`src/rtl/sqrt_req_ctrl.sv`:
```
// Flow-controlled front end for the combinational 8-bit root unit:
// one request in flight, settle window, exactness check, response FIFO.
module sqrt_req_ctrl #(
  parameter int WIDTH         = 8,
  parameter int SETTLE_CYCLES = 2,
  parameter int FIFO_DEPTH    = 4
) (
  input  logic             clk,
  input  logic             rst_n,
  input  logic             req_valid,
  output logic             req_ready,
  input  logic [WIDTH-1:0] req_radicand,
  output logic [WIDTH-1:0] sqrt_radicand,
  output logic             sqrt_enable,
  input  logic [WIDTH-1:0] sqrt_root,
  input  logic             sqrt_valid,
  output logic             rsp_valid,
  input  logic             rsp_ready,
  output logic [WIDTH-1:0] rsp_radicand,
  output logic [WIDTH-1:0] rsp_root,
  output logic             rsp_exact,
  output logic             busy
);

  localparam int PW  = (FIFO_DEPTH > 1) ? $clog2(FIFO_DEPTH) : 1;
  localparam int CW  = PW + 1;
  localparam int SCW = (SETTLE_CYCLES > 1) ? $clog2(SETTLE_CYCLES) : 1;
  localparam int DW  = 2 * WIDTH;

  typedef enum logic [1:0] {
    S_IDLE,
    S_SETTLE,
    S_CAPTURE
  } state_t;

  state_t           r_state;
  logic [SCW-1:0]   r_settle;
  logic [WIDTH-1:0] r_rad;
  logic             r_live;

  logic [WIDTH-1:0] r_mem_rad  [FIFO_DEPTH];
  logic [WIDTH-1:0] r_mem_root [FIFO_DEPTH];
  logic             r_mem_ex   [FIFO_DEPTH];
  logic [PW-1:0]    r_wr;
  logic [PW-1:0]    r_rd;
  logic [CW-1:0]    r_cnt;

  logic             w_accept;
  logic             w_push;
  logic             w_pop;
  logic             w_exact;
  logic             w_room;
  logic [DW-1:0]    w_sq;
  logic [WIDTH-1:0] w_root_q;
  logic             w_unused;

  // root unit's valid flag is not tied to our operation
  assign w_unused = sqrt_valid;

  assign w_sq     = DW'(sqrt_root) * DW'(sqrt_root);
  assign w_exact  = (w_sq == DW'(r_rad));
  assign w_root_q = w_exact ? sqrt_root : '0;

  assign w_room   = (r_cnt < CW'(FIFO_DEPTH));
  assign req_ready = r_live & (r_state == S_IDLE) & w_room;
  assign w_accept = req_valid & req_ready;
  assign w_push   = (r_state == S_CAPTURE);
  assign w_pop    = rsp_valid & rsp_ready;

  assign sqrt_radicand = r_rad;
  assign sqrt_enable   = (r_state != S_IDLE);
  assign busy          = (r_state != S_IDLE);

  assign rsp_valid    = (r_cnt != '0);
  assign rsp_radicand = rsp_valid ? r_mem_rad[r_rd]  : '0;
  assign rsp_root     = rsp_valid ? r_mem_root[r_rd] : '0;
  assign rsp_exact    = rsp_valid & r_mem_ex[r_rd];

  always_ff @(posedge clk or negedge rst_n) begin
    if (!rst_n) begin
      r_state  <= S_IDLE;
      r_settle <= '0;
      r_rad    <= '0;
      r_live   <= 1'b0;
    end else begin
      r_live <= 1'b1;
      unique case (r_state)
        S_IDLE: begin
          if (w_accept) begin
            r_rad    <= req_radicand;
            r_settle <= SCW'(SETTLE_CYCLES - 1);
            r_state  <= S_SETTLE;
          end
        end
        S_SETTLE: begin
          if (r_settle == '0) begin
            r_state <= S_CAPTURE;
          end else begin
            r_settle <= r_settle - SCW'(1);
          end
        end
        S_CAPTURE: begin
          r_state <= S_IDLE;
        end
        default: begin
          r_state <= S_IDLE;
        end
      endcase
    end
  end

  // acceptance is gated on free space, so a push never meets a full FIFO
  always_ff @(posedge clk or negedge rst_n) begin
    if (!rst_n) begin
      r_wr  <= '0;
      r_rd  <= '0;
      r_cnt <= '0;
      for (int i = 0; i < FIFO_DEPTH; i++) begin
        r_mem_rad[i]  <= '0;
        r_mem_root[i] <= '0;
        r_mem_ex[i]   <= 1'b0;
      end
    end else begin
      if (w_push) begin
        r_mem_rad[r_wr]  <= r_rad;
        r_mem_root[r_wr] <= w_root_q;
        r_mem_ex[r_wr]   <= w_exact;
        r_wr             <= r_wr + PW'(1);
      end
      if (w_pop) begin
        r_rd <= r_rd + PW'(1);
      end
      unique case ({w_push, w_pop})
        2'b10:   r_cnt <= r_cnt + CW'(1);
        2'b01:   r_cnt <= r_cnt - CW'(1);
        default: r_cnt <= r_cnt;
      endcase
    end
  end

endmodule

```
`config.mk`:
```
export PLATFORM = sky130hd
export DESIGN_NAME = sqrt_req_ctrl
export DESIGN_NICKNAME = d
export VERILOG_FILES = /design/src/rtl/sqrt_req_ctrl.sv
export SDC_FILE = /design/constraint.sdc
export NUM_CORES = 1
export LEC_CHECK = 0
export BUFFER_PORTS_ARGS = -buffer_cell sky130_fd_sc_hd__buf_2
export CORE_UTILIZATION = 61
export DETAILED_ROUTE_END_ITERATION = 16
export PLACE_DENSITY = 0.87
export SYNTH_ARGS = -nofsm -noshare
export SYNTH_HDL_FRONTEND = slang
export SYNTH_SLANG_ARGS = --single-unit
```
`constraint.sdc`:
```
create_clock -name clk -period 2.7 [get_ports clk]
set_input_delay 0.405 -clock clk [delete_from_list [all_inputs] [get_ports clk]]
set_output_delay 0.405 -clock clk [all_outputs]
set_load 0.01 [all_outputs]
```
==> qor.txt <==
Fin crit share: 171.0%
Layout Cells excl Fill: 864
Leading cell type in the layout, fill and taps excluded: nand2_1
Top sig layer: met4
Slowest cell on the critical path: or4_4
Vias per inst: 6.133
Yosys warning count: 0
Die area: 0.01027 mm²
Main synth FF type: dfrtp_1
Critical Path RT: 2970 ps
Clock Skews: 11.12 ps
CTS root buffer: clkbuf_8
DRT Wirelength: 17.45 mm
Final Cell Area: 0.007582 mm²
Die Wd: 101.3 µm
Placed Area: 0.006903 mm²
Flop-to-flop setup slack: 100 ps
Routed Antenna Nets: 0
PortBufs: 48
Multi-input gate area: 0.003764 mm²
Pre-CTS setup slack: -2448 ps
CP Buf/Inv Count: 8
Cell family with most CP delay: adder cells
# H-tree levels: 3
Routed wl met3: 1.255 mm
Ant diodes: 0
Synth Register Bits: 87
Gpl congestion: 0.8642
Worst r2r path cells: 9
Final Power: 8.179 mW
Slew Viols, Final: 0
Crit path arrival time: 4890 ps
Max-cap violations: 0
Fin crit period: 4618 ps
Clock Path Buffers: 2
PD cells: 1079 mW/mm²
RSZ-0062 raised after global routing: true
Largest net degree at the start of global routing: 88
Die height: 101.3 µm
Number of synthesized flops with an enable pin: 0
Final Hold Vio Count: 0
Failing checks: negative setup slack
Worst setup SP type: input pin
Post-Syn Instances: 620
Most frequent cells in the layout: 185 x nand2_1, 87 x dfrtp_1, 80 x buf_4
Slew HR: 27.58%
Boundary Pins: 50
P_leak: 3.654 nW
Finish-stage setup viols: 36
Worst vdd ir: 0.7740 mV
Fillers: 503
Row Count: 35
Cell taking the most area after synthesis: dfrtp_1
Vias: 5299
Num Clock Sinks: 87
Wl on met1: 6.191 mm
Synth area leaders: dfrtp_1 36%, nand2_1 12%, fa_1 8.0%, ha_1 6.7%, mux4_2 6.4%
Cell count after placement: 837
Fin nets: 807
Critical Path End Type: flip-flop
Clock slew at reported path FFs: 90 ps
Worst Hold Class: in -> async
Critical path class: in -> reg
Final core utilization: 80.53%
Core box area: 0.009415 mm²
Cts hold-fix bufs: 0
GRT Overall Usage: 33.86%
DRC violations left: 0
P&R area growth vs syn: 25.96%
Final worst slack: -1918 ps
Slew @ Worst Pin: 1086 ps
Clock Latency Late Sink: 360 ps
Outcome: complete, but fails checks
Top cell type's share of synthesized area: 36.17%
First-pass GRT wire length: 26.19 mm
FF-to-FF End: r_mem_root[0]
Hpwl dp: 10.43 mm
Synth cell types: 51
Worst-path fanout max: 7
Global route overflow: 0
Post-Synthesis Cell Area: 0.006020 mm²
Peak Freq: 216.5 MHz
Most used cell, CP: buf_12
Clock buffer count from CTS: 9
Register area: 0.002177 mm²
Synth Area per Inst: 9.709 µm²
Wirelength per Cell: 20.19 µm
Async SR Flop Fraction: 100.0%
Sequential cell area fraction in the yosys report: 36.17%
Starting Density: 63.93%
Drt pass-1 iters: 5
Largest stage delay on the critical path: 570 ps
Share of layout cells above drive strength 1: 32.52%
Vias in the first global route: 5367
Initial DRC Count: 424
Met2 WL post-DR: 9.139 mm
Antenna violations before repair: 0
CTS tree: yes
R2r startpoint: sqrt_radicand[3]
Worst-path cell chain: buf_12, buf_4, buf_4, nand2_1, inv_1, ha_1, xor2_1, xnor2_2, fa_1, fa_1, inv_2, ha_4, inv_4, a221oi_2, nand4_1, or4_4, a211oi_4, nand3_4, buf_12, buf_12, o31ai_4
==> layer usage <==
| metal | vias up | GRT usage (%) |
|---|---|---|
| li1 | 2267 | - |
| met1 | 2612 | 39.05 |
| met2 | 322 | 60.86 |
| met3 | 98 | 5.935 |
| met4 | 0 | 16.72 |
| met5 | - | 0 |
==> flip-flops by register name, indices dropped and copies added, names as in the netlist <==
signal and flops:
r_wr 2, r_state 2, r_rd 2, sqrt_radicand 8
r_mem_rad 32, r_cnt 3, r_mem_root 32, r_settle 1
r_mem_ex 4, r_live 1
==> repair_timing <==
item / 4_1_cts / 5_1_grt
endpoints found under the setup margin: 36 / 36
pin swaps: 9 / 14
resized for setup: 35 / 24
gates cloned: 1 / 2
buffers inserted: 6 / 2
==> kinds of logic (layout without fill, tap and decap cells) <==
| group | Yosys count | in the layout | share of synthesized area (%) |
|---|---|---|---|
| DFF | 87 | 87 | 36.17 |
| buffers and inverters | 83 | 197 | 5.841 |
| other | 2 | 3 | 0.1248 |
| xor gates and xnor gates | 21 | 21 | 3.055 |
| AOI/OAI and AO/OA | 85 | 85 | 12.82 |
| muxes | 31 | 31 | 8.855 |
| and+or+nand+nor | 255 | 255 | 18.50 |
| adders and majority gates | 56 | 56 | 14.63 |
==> how the worst max path moves through the flow <==
| stage | depth (start not counted) | startpoint | end | slack [ps] |
|---|---|---|---|---|
| floorplan | 17 | sqrt_root[6] | r_mem_ex[0] | -2040 |
| global placement | 16 | sqrt_root[6] | r_mem_root[23] | -2230 |
| detailed placement | 16 | sqrt_root[6] | r_mem_root[1] | -2450 |
| CTS | 16 | sqrt_root[6] | r_mem_root[0] | -1770 |
| global route | 21 | sqrt_root[6] | r_mem_root[0] | -2060 |
| finish | 21 | sqrt_root[6] | r_mem_root[0] | -1920 |
==> worst reg2reg max path, stage by stage (launching register included) <==
cell      delay [ps]
dfrtp_1          510
xor2_1           200
a31oi_1          190
nand4_1          110
or4_4            570
a211oi_4         270
nand3_4          110
buf_12           170
buf_12           150
o31ai_4          250
==> power breakdown <==
group / switching [mW] / internal, mW
Combinational: 2.52 / 2.25
Sequential: 0.486 / 1.87
Clock: 0.493 / 0.551
==> synth_stat cells (2+ instances only) <==
master / count
o31ai_1: 10
clkbuf_1: 26
a21o_1: 2
a21oi_1: 13
conb_1: 2
xnor2_1: 11
nand2_1: 191
fa_1: 24
a31oi_1: 2
nor3b_1: 2
and2_1: 36
o31ai_2: 30
ha_1: 32
o21ai_0: 9
buf_2: 5
a211oi_1: 3
dfrtp_1: 87
nor2b_1: 3
mux2i_1: 6
nor2_1: 10
mux4_2: 17
a41oi_1: 2
inv_1: 46
xor2_1: 10
nand2b_1: 4
o21a_1: 2
buf_6: 4
mux2_2: 8
==> metrics by stage <==
step           setup TNS, ps  hold WS [ps]
3_3_place_gp          -78260         434.7
5_1_grt               -72000         261.4
3_5_place_dp          -84330         458.7
4_1_cts               -61870         263.0
6_report              -66510         188.8
2_1_floorplan         -71880         109.4
==> cell type report <==
type | count | share of cell area, %
repair buffers | 135 | 14.17
inverters | 46 | 2.310
clock inverters | 6 | 1.221
flip-flops and latches | 87 | 28.71
multi-input cells | 451 | 49.64
well taps | 129 | 2.129
clock buffers | 10 | 1.815
No activity file was read; power rests on OpenSTA's default activity.
